==> src/rtl/interval_timer.sv <==
// ---------------------------------------------------------------------------
// interval_timer
//
// The security FSM asks for an interval with a start pulse. This block sends
// the interval select to the time-parameter table, reads back the duration in
// seconds, and counts it down using an internal 1 Hz enable derived from the
// system clock. When the count finishes, it pulses expired.
//
// Ports:
//   clk            system clock; all state changes on the rising edge
//   reset          asynchronous, active-high; clears all state
//   start_timer    1-cycle start/restart request (wins in every state)
//   interval_in    interval requested by the FSM, sampled with start_timer
//   param_sel      registered select driven to the time-parameter table
//   param_value    duration (seconds) returned by the table for param_sel
//   busy           high while loading or counting
//   remaining      seconds left (registered)
//   one_hz_enable  1-cycle pulse at each second boundary while counting
//   expired        1-cycle pulse when the interval completes
// ---------------------------------------------------------------------------
module interval_timer #(
  parameter int CLK_FREQ = 25_000_000,
  parameter int VALUE_W  = 4
) (
  input  logic               clk,
  input  logic               reset,
  input  logic               start_timer,
  input  logic [1:0]         interval_in,
  output logic [1:0]         param_sel,
  input  logic [VALUE_W-1:0] param_value,
  output logic               busy,
  output logic [VALUE_W-1:0] remaining,
  output logic               one_hz_enable,
  output logic               expired
);

  localparam int               DIV_W    = $clog2(CLK_FREQ);
  localparam logic [DIV_W-1:0] DIV_LAST = DIV_W'(CLK_FREQ - 1);

  typedef enum logic [1:0] {
    IDLE,
    LOAD,
    COUNT,
    DONE
  } state_t;

  state_t             state;
  state_t             next_state;
  logic [DIV_W-1:0]   divider;
  logic               tick;
  logic               second_wrap;

  // A second boundary only exists while counting; the divider is held at
  // zero in every other state.
  assign second_wrap = (state == COUNT) && (divider == DIV_LAST);

  // State register.
  always_ff @(posedge clk or posedge reset) begin
    if (reset) begin
      state <= IDLE;
    end else begin
      state <= next_state;
    end
  end

  // Next-state logic. A start request aborts whatever is in progress and
  // goes back to LOAD, so a restart never produces an expiry for the
  // interval it cut short. A zero duration skips counting entirely.
  always_comb begin
    next_state = state;
    if (start_timer) begin
      next_state = LOAD;
    end else begin
      case (state)
        IDLE:    next_state = IDLE;
        LOAD:    next_state = (param_value != '0) ? COUNT : DONE;
        COUNT:   next_state = (second_wrap && remaining == VALUE_W'(1)) ? DONE : COUNT;
        DONE:    next_state = IDLE;
        default: next_state = IDLE;
      endcase
    end
  end

  // Datapath: table select, seconds divider, remaining count and tick pulse.
  // LOAD exists so the table has one full cycle to settle on the new select
  // before param_value is captured. Later changes to param_value are ignored.
  always_ff @(posedge clk or posedge reset) begin
    if (reset) begin
      param_sel <= 2'b00;
      divider   <= '0;
      remaining <= '0;
      tick      <= 1'b0;
    end else begin
      tick <= 1'b0;
      if (start_timer) begin
        param_sel <= interval_in;
        divider   <= '0;
      end else begin
        case (state)
          LOAD: begin
            remaining <= param_value;
            divider   <= '0;
          end
          COUNT: begin
            if (second_wrap) begin
              divider <= '0;
              tick    <= 1'b1;
              if (remaining != '0) begin
                remaining <= remaining - VALUE_W'(1);
              end
            end else begin
              divider <= divider + DIV_W'(1);
            end
          end
          default: begin
            divider <= '0;
          end
        endcase
      end
    end
  end

  // Output decode from the current state.
  always_comb begin
    busy    = (state == LOAD) || (state == COUNT);
    expired = (state == DONE);
  end

  assign one_hz_enable = tick;

endmodule

==> config.mk <==
export PLATFORM = sky130hd
export DESIGN_NAME = interval_timer
export DESIGN_NICKNAME = d
export VERILOG_FILES = /design/src/rtl/interval_timer.sv
export SDC_FILE = /design/constraint.sdc
export NUM_CORES = 1
export LEC_CHECK = 0
export CAP_MARGIN = 25
export CORE_MARGIN = 2
export CORE_UTILIZATION = 59
export CTS_BUF_LIST = sky130_fd_sc_hd__clkbuf_2 sky130_fd_sc_hd__clkbuf_4 sky130_fd_sc_hd__clkbuf_8
export DETAILED_ROUTE_END_ITERATION = 10
export PLACE_DENSITY_LB_ADDON = 0.12
export SLEW_MARGIN = 20
export SYNTH_ARGS = -nofsm -noshare
export SYNTH_HDL_FRONTEND = slang
export SYNTH_SLANG_ARGS = --single-unit
==> constraint.sdc <==
create_clock -name clk -period 2.4 [get_ports clk]
set_input_delay 0.48 -clock clk [delete_from_list [all_inputs] [get_ports clk]]
set_output_delay 0.48 -clock clk [all_outputs]
set_load 0.005 [all_outputs]
==> key figures, run 1 <==
CTS
  – Maximum number of buffers from clock root to sink: 2
  – TritonCTS buffer count: 5
  – Clock tree sinks: 34
  – TritonCTS clock tree: yes
  – Insertion delay of the later-clocked pin in the worst-skew pair: 340 ps
  – Resized cells post-CTS: 0
  – Number of H-tree levels: 2
  – # Post-CTS Setup Buffers: 0
  – Clock-pin slew reported for the worst setup and hold paths after clock tree synthesis: 100 ps
  – Post-CTS Hold Fix Bufs: 0
  – Root Buffer Master: sky130_fd_sc_hd__clkbuf_4

Setup path
  – CP startpoint kind: flip-flop
  – Critical path data required time: 2670 ps
  – Setup slack on the worst flop-to-flop path: 250 ps
  – Maximum net fanout on the critical path: 10
  – CP Capture Type: flip-flop
  – Launch point of the worst path: divider[0]
  – Reg-to-reg endpoint: divider[24]
  – R2r worst-path depth: 5
  – Data arrival time of the worst path: between 2000 and 2500 ps
  – Startpoint of the lowest-slack register-to-register path: divider[0]
  – Category of the critical setup timing path: flip-flop to flip-flop

Min path
  – Worst hold endpoint: divider[0]
  – Number of stages on the worst hold path: 1
  – Class of the most critical hold timing path: flip-flop to flip-flop
  – HP Start: divider[0]

GRT
  – Total overflow reported by the global router: 0
  – Number of antenna violations at the first check in global routing: 0
  – Wire length of the first global-routing pass: 6865 um
  – Number of global-route vias before repair: 1535
  – Pin count of the biggest net entering global routing: 35
  – All-layer global routing usage: 0.2521

Floorplan
  – Chip Width: 61.08 um
  – Die area: 3730 um^2
  – Starting density of the core: 0.6244
  – Die Y: between 60 and 70 um
  – Placeable core area: 3078 um^2
  – Std cell rows: 20
  – Number of top-level pins: 18

Timing
  – Pins Over Slew Limit: 0
  – Clock period minus final worst setup slack: between 2000 and 2500 ps
  – Worst Max-Slew Pin Slew: 466.4 ps
  – RSZ-0062 raised after global routing: false
  – Max Clk Rate: 464.2 MHz
  – Number of failing hold endpoints at the final stage: 0
  – Post-route worst hold slack: 498.3 ps
  – Setup-failing EPs final: 0
  – Worst Skew: 8.301 ps
  – Final-layout setup total negative slack: 0 ps
  – Final Cycle Share: 0.8976
  – Rel. slew slack: 0.6849

Finish
  – Area growth syn-to-layout: 12.89%
  – Commonest non-fill, non-tap cells in the layout: 34 x sky130_fd_sc_hd__dfrtp_1, 19 x sky130_fd_sc_hd__nor2_1, 17 x sky130_fd_sc_hd__clkdlybuf4s50_1
  – Antenna Diode Count: 0
  – Number of filler instances in the final layout: 243
  – Net count reported at finish: 238
  – Fraction of layout instances using a drive strength above 1: 0.08145
  – Most common library cell in the layout ignoring fill and taps: sky130_fd_sc_hd__dfrtp_1

Placed design
  – Port Buf Inserts: 17
  – Routability congestion estimate: between 0.8 and 0.9
  – Placed wire-length estimate: between 2000 and 3000 um

Drt
  – DR DRC count: 0
  – Average wire per cell in the routed design: 15.22 um
  – Final Routed Wirelength: 4032 um
  – Via/cell ratio: approximately 6.1
  – Starting DRC count in detailed routing: 118
  – Post-route ant nets: 0
  – Detailed-router iteration count before antenna repair: 5
  – Via count: between 1500 and 2000

Synthesis
  – Share of async-settable or async-resettable flops after synthesis: 1.000
  – Post-synthesis cell type count: 43
  – Proportion of synthesized chip area in sequential cells: 0.4427
  – Synth Flop Type: sky130_fd_sc_hd__dfrtp_1
  – Mapped cell area: 1922 um^2
  – Number of warnings printed during yosys synthesis: 0
  – Count of flip-flops with a built-in enable after synthesis: 0
  – Average size of a mapped cell: 9.514 um^2
  – Number of flip-flops and latches in the synthesized netlist: 34
  – Number of cells produced by synthesis: 202
  – Synthesized Nets: 219

Power and ir drop
  – Sw Ratio: 0.2808
  – Internal portion of total power: 830.0 uW
  – Clock network fraction of design power: 0.268
  – Maximum ir drop on the vdd rail: 443.4 uV
  – Power density over the cells: approximately 530 nW/um^2
  – Leakage power figure: 0.8183 nW
  – Comb pwr share: 0.175
  – Sequential power share: 0.557
  – Reported net switching power: around 320 uW

Outcome
  – Outcome: finished, final reports clean

Flow run
  – Number of max-cap violations: 0
==> worst max-delay path by stage <==
stage / depth (start not counted) / endpoint / slack (ps)
after floorplan: 6 / divider[24] / 490
after global placement: 5 / remaining[2] / 320
after detailed placement: 5 / remaining[2] / 190
after CTS: 4 / busy / 250
after global routing: 5 / divider[24] / 110
final: 5 / divider[24] / 250
==> layer usage <==
| metal | global-route usage | wire length [um] |
|---|---|---|
| met3 | 0.05042 | 231 |
| met1 | 0.3256 | 1675 |
| met5 | 0 | 0 |
| met4 | 0.1242 | 131 |
| met2 | 0.4058 | 1993 |
==> cells by family after synthesis <==
group / share of synthesized area
AND/OR/NAND/NOR: 0.2676
AO/OA/AOI/OAI: 0.1205
buffers and inverters: 0.05078
adder cells (fa/ha/maj): 0.05209
XOR/XNOR: 0.05469
flip-flops: 0.4427
multiplexers: 0.01172
==> flip-flops by register name, summed over array words and instances (netlist names) <==
| name | count |
|---|---|
| param_sel | 2 |
| state | 2 |
| divider | 25 |
| remaining | 4 |
| one_hz_enable | 1 |
==> per-stage QoR <==
step	instances	cell area [um^2]	worst slack (ps)	utilization	power, mW
floorplan	202	1922	492.2	-	0.7427
global route	265	2170	114.0	0.7049	1.216
detailed placement	258	2117	193.2	0.6878	0.8543
global placement	258	2117	319.0	0.6878	0.8424
CTS	265	2170	245.5	0.7049	1.160
finish	265	2170	245.8	0.7049	1.154
==> power groups by stage <==
| stage | registers [mW] | clock network, mW | logic [mW] |
|---|---|---|---|
| final | 0.643 | 0.310 | 0.201 |
| after global routing | 0.649 | 0.343 | 0.224 |
| after CTS | 0.642 | 0.316 | 0.202 |
| after detailed placement | 0.653 | 0 | 0.201 |
| after global placement | 0.651 | 0 | 0.191 |
| after floorplan | 0.646 | 0 | 0.0970 |
==> synth_stat cells, drive strengths merged (2+ instances only) <==
library cell,count,share of area
dfrtp,34,0.44
nor2,19,0.037
xnor2,7,0.032
o211ai,3,0.012
ha,8,0.052
nor3b,2,0.0078
o41ai,2,0.0091
inv,14,0.027
o31ai,5,0.020
mux2,2,0.012
nand2b,3,0.0098
a21oi,12,0.031
buf,5,0.020
or2,2,0.0065
or4,8,0.033
nand2,13,0.025
clkbuf,2,0.0039
o21ai,7,0.018
or3,7,0.023
xor2,5,0.023
and4,2,0.0091
nand3,10,0.029
nor4,4,0.013
nor3,4,0.010
nor4b,2,0.0091
nand4,7,0.026
o31a,2,0.0091
==> final cells by class <==
| cell class | count | area [um^2] | area share |
|---|---|---|---|
| Sequential cell | 34 | 850.8 | 0.3922 |
| Tap cell | 44 | 55.05 | 0.02537 |
| Multi-Input combinational cell | 147 | 973.4 | 0.4487 |
| Clock buffer | 6 | 45.04 | 0.02076 |
| Inverter | 14 | 52.55 | 0.02422 |
| Clock inverter | 1 | 7.507 | 0.003460 |
| Timing Repair Buffer | 19 | 185.2 | 0.08535 |
==> critical path: stages (launching register included) <==
cell                      delay (ps)
sky130_fd_sc_hd__dfrtp_1         400
sky130_fd_sc_hd__ha_1            240
sky130_fd_sc_hd__nand4_1         210
sky130_fd_sc_hd__or3_1           560
sky130_fd_sc_hd__or4_1           510
sky130_fd_sc_hd__a21oi_1         160
Note: power is estimated with default switching activity, not from simulation.
==> inputs of run 2 (changes only) <==
--- a/config.mk
+++ b/config.mk
@@ -7,11 +7,11 @@
 export LEC_CHECK = 0
 export CAP_MARGIN = 25
 export CORE_MARGIN = 2
-export CORE_UTILIZATION = 59
+export CORE_UTILIZATION = 64
 export CTS_BUF_LIST = sky130_fd_sc_hd__clkbuf_2 sky130_fd_sc_hd__clkbuf_4 sky130_fd_sc_hd__clkbuf_8
 export DETAILED_ROUTE_END_ITERATION = 10
 export PLACE_DENSITY_LB_ADDON = 0.12
-export SLEW_MARGIN = 20
+export SLEW_MARGIN = 0
 export SYNTH_ARGS = -nofsm -noshare
 export SYNTH_HDL_FRONTEND = slang
 export SYNTH_SLANG_ARGS = --single-unit
==> constraint.sdc (replaced) <==
create_clock -name clk -period 2.79 [get_ports clk]
set_input_delay 0.558 -clock clk [delete_from_list [all_inputs] [get_ports clk]]
set_output_delay 0.558 -clock clk [all_outputs]
set_load 0.005 [all_outputs]
==> key figures, run 2 (synthesis results as in run 1) <==
Finish
  – Area growth syn-to-layout: 11.98%
  – Flip-flop count of the largest register, all copies and words added: 25 (unchanged)
  – Net count reported at finish: 238 (unchanged)
  – Antenna Diode Count: 0 (unchanged)
  – Utilization after layout: 0.7672 (+0.06229)
  – Number of filler instances in the final layout: 193 (-21%)
  – Most common library cell in the layout ignoring fill and taps: sky130_fd_sc_hd__dfrtp_1
  – Cell Count, Final, Fillers Out: 251 (-5.3%)
  – Final instance area: 2152 um^2 (-0.81%)
  – Commonest non-fill, non-tap cells in the layout: 34 x sky130_fd_sc_hd__dfrtp_1, 19 x sky130_fd_sc_hd__nor2_1, 17 x sky130_fd_sc_hd__clkdlybuf4s50_1
  – Largest registers: divider: 25 flops, remaining: 4 flops
  – Most flop-heavy register: divider
  – Fraction of layout instances using a drive strength above 1: 0.07727 (-0.004175)

Timing
  – RSZ-0062 raised after global routing: false
  – Rel. slew slack: 0.7060 (+0.02115)
  – Final-layout setup total negative slack: 0 ps (unchanged)
  – Max Clk Rate: 456.8 MHz
  – Number of failing hold endpoints at the final stage: 0 (unchanged)
  – Clock period minus final worst setup slack: about 2200 ps
  – Final Cycle Share: 0.7847
  – Minimum setup slack in the final design: 600.6 ps (+354.8 ps)
  – Post-route worst hold slack: 506.1 ps (+7.780 ps)
  – Pins Over Slew Limit: 0 (unchanged)
  – Worst Max-Slew Pin Slew: 435.1 ps (-31.30 ps)
  – Worst Skew: 11.51 ps (+3.208 ps)
  – Setup-failing EPs final: 0 (unchanged)

Drt
  – Starting DRC count in detailed routing: 140 (+19%)
  – Final Routed Wirelength: 3936 um (-2.4%)
  – Via count: 1558 (-3.3%)
  – Detailed-router iteration count before antenna repair: 7 (+2)
  – DR DRC count: 1 (+1)
  – Average wire per cell in the routed design: 15.68 um (+3.1%)
  – Via/cell ratio: 6.207 (+2.1%)
  – Post-route ant nets: 0 (unchanged)

GRT
  – Global Route met3 Usage: 0.06593 (+0.01551)
  – Number of global-route vias before repair: 1519 (-1.0%)
  – Total overflow reported by the global router: 0 (unchanged)
  – Wire length of the first global-routing pass: 7017 um (+2.2%)
  – Met2 usage: 0.4270 (+0.02121)
  – Pin count of the biggest net entering global routing: 35 (unchanged)
  – Number of antenna violations at the first check in global routing: 0 (unchanged)
  – Met1 usage: 0.3598 (+0.03425)
  – Busiest layer in global routing: met2
  – All-layer global routing usage: 0.2672 (+0.01512)

Setup path
  – Category of cells accounting for the largest share of critical-path delay: buffers and inverters
  – Buffering stage count on the worst path with inverters included: 3 (+3)
  – CP Capture Type: primary output
  – CP max stage delay: 490 ps (-70 ps)
  – CP startpoint kind: flip-flop
  – Maximum net fanout on the critical path: 4 (-6)
  – Most repeated library cell on the critical path: sky130_fd_sc_hd__inv_1
  – Critical path data required time: 2230 ps (-440 ps)
  – Worst-path cell with the longest stage delay: sky130_fd_sc_hd__clkdlybuf4s50_1
  – Cell-by-cell listing of the critical path: inv_1 > ha_1 > inv_1 > clkdlybuf4s50_1
  – Category of the critical setup timing path: flip-flop to primary output
  – Data arrival time of the worst path: 1630 ps (-800 ps)

Placed design
  – Placed wire-length estimate: 2870 um (-0.11%)
  – # placed instances: 245 (-5.0%)
  – Port Buf Inserts: 17 (unchanged)
  – Area post-placement: 2101 um^2 (-0.77%)
  – Routability congestion estimate: 1.008 (+20%)
  – Post-placement worst setup slack: 571.3 ps (+378.1 ps)

CTS
  – # Post-CTS Setup Buffers: 0 (unchanged)
  – Number of H-tree levels: 2 (unchanged)
  – Maximum number of buffers from clock root to sink: 2 (unchanged)
  – Root Buffer Master: sky130_fd_sc_hd__clkbuf_4
  – Clock-pin slew reported for the worst setup and hold paths after clock tree synthesis: 90 ps (about the same)
  – Clock tree sinks: 34 (unchanged)
  – Resized cells post-CTS: 0 (unchanged)
  – TritonCTS clock tree: yes
  – Post-CTS Hold Fix Bufs: 0 (unchanged)
  – Insertion delay of the later-clocked pin in the worst-skew pair: 320 ps (-20 ps)
  – TritonCTS buffer count: 5 (unchanged)

Outcome
  – Outcome: finished with violations
  – Failing checks: design-rule violations

Floorplan
  – Std cell rows: 19 (-5.0%)
  – Die area: 3457 um^2 (-7.3%)
  – Placeable core area: 2805 um^2 (-8.9%)
  – Die Y: 58.80 um (-3.7%)
  – Number of top-level pins: 18 (unchanged)
  – Starting density of the core: 0.6851 (+0.06071)
  – Chip Width: 58.80 um (-3.7%)

Power and ir drop
  – Maximum ir drop on the vdd rail: 342.2 uV (-23%)
  – Leakage power figure: 0.8207 nW (+0.30%)
  – Tot Pwr: 982.4 uW (-15%)
  – Power density over the cells: 456.5 nW/um^2 (-14%)

Flow run
  – Number of max-cap violations: 0 (unchanged)

Min path
  – Class of the most critical hold timing path: flip-flop to flip-flop
==> run 2: cell types whose count changed in the layout (fill, tap and decap cells not counted) <==
cell	previous run	this run
sky130_fd_sc_hd__clkbuf_4	6	5
sky130_fd_sc_hd__clkbuf_8	0	1
sky130_fd_sc_hd__clkinvlp_4	1	0
==> run 2: where the power goes <==
| group | total (mW) | switching (mW) | internal [mW] |
|---|---|---|---|
| clock | 0.262 | 0.148 | 0.114 |
| sequential | 0.553 | 0.0360 | 0.517 |
| combinational | 0.168 | 0.0757 | 0.0921 |
==> run 2: layout make-up <==
cell class | count | area (um^2) | area share
multi-input combinational | 147 | 973.4 | 0.4523
inverter | 14 | 52.55 | 0.02442
sequential | 34 | 850.8 | 0.3953
clock buffer | 6 | 51.30 | 0.02384
timing repair buffer | 19 | 185.2 | 0.08605
tap | 31 | 38.79 | 0.01802
==> run 2: routing by layer <==
layer  share of wire  vias up  wire length (um)
met5               0        -                 0
li1                -      768                 -
met3           0.039       11               152
met4           0.017        0                66
met2            0.51       52              1991
met1            0.44      727              1725
==> run 2: worst reg2reg max path, cell delays in order, from the launching register on <==
cell                      delay, ps
sky130_fd_sc_hd__dfrtp_1        400
sky130_fd_sc_hd__ha_1           240
sky130_fd_sc_hd__nand4_1        190
sky130_fd_sc_hd__or3_1          560
sky130_fd_sc_hd__or4_1          510
sky130_fd_sc_hd__a21oi_1        150
==> run 2: worst paths after layout <==
path	from	to	slack [ps]	cells past startpoint
min reg2reg	divider[0]	divider[0]	510	1
max in group asynchronous	reset	divider[5]	1850	3
min	divider[0]	divider[0]	510	1
max reg2reg	divider[0]	divider[24]	680	5
min in group asynchronous	reset	divider[23]	630	3
max	state[0]	busy	600	4
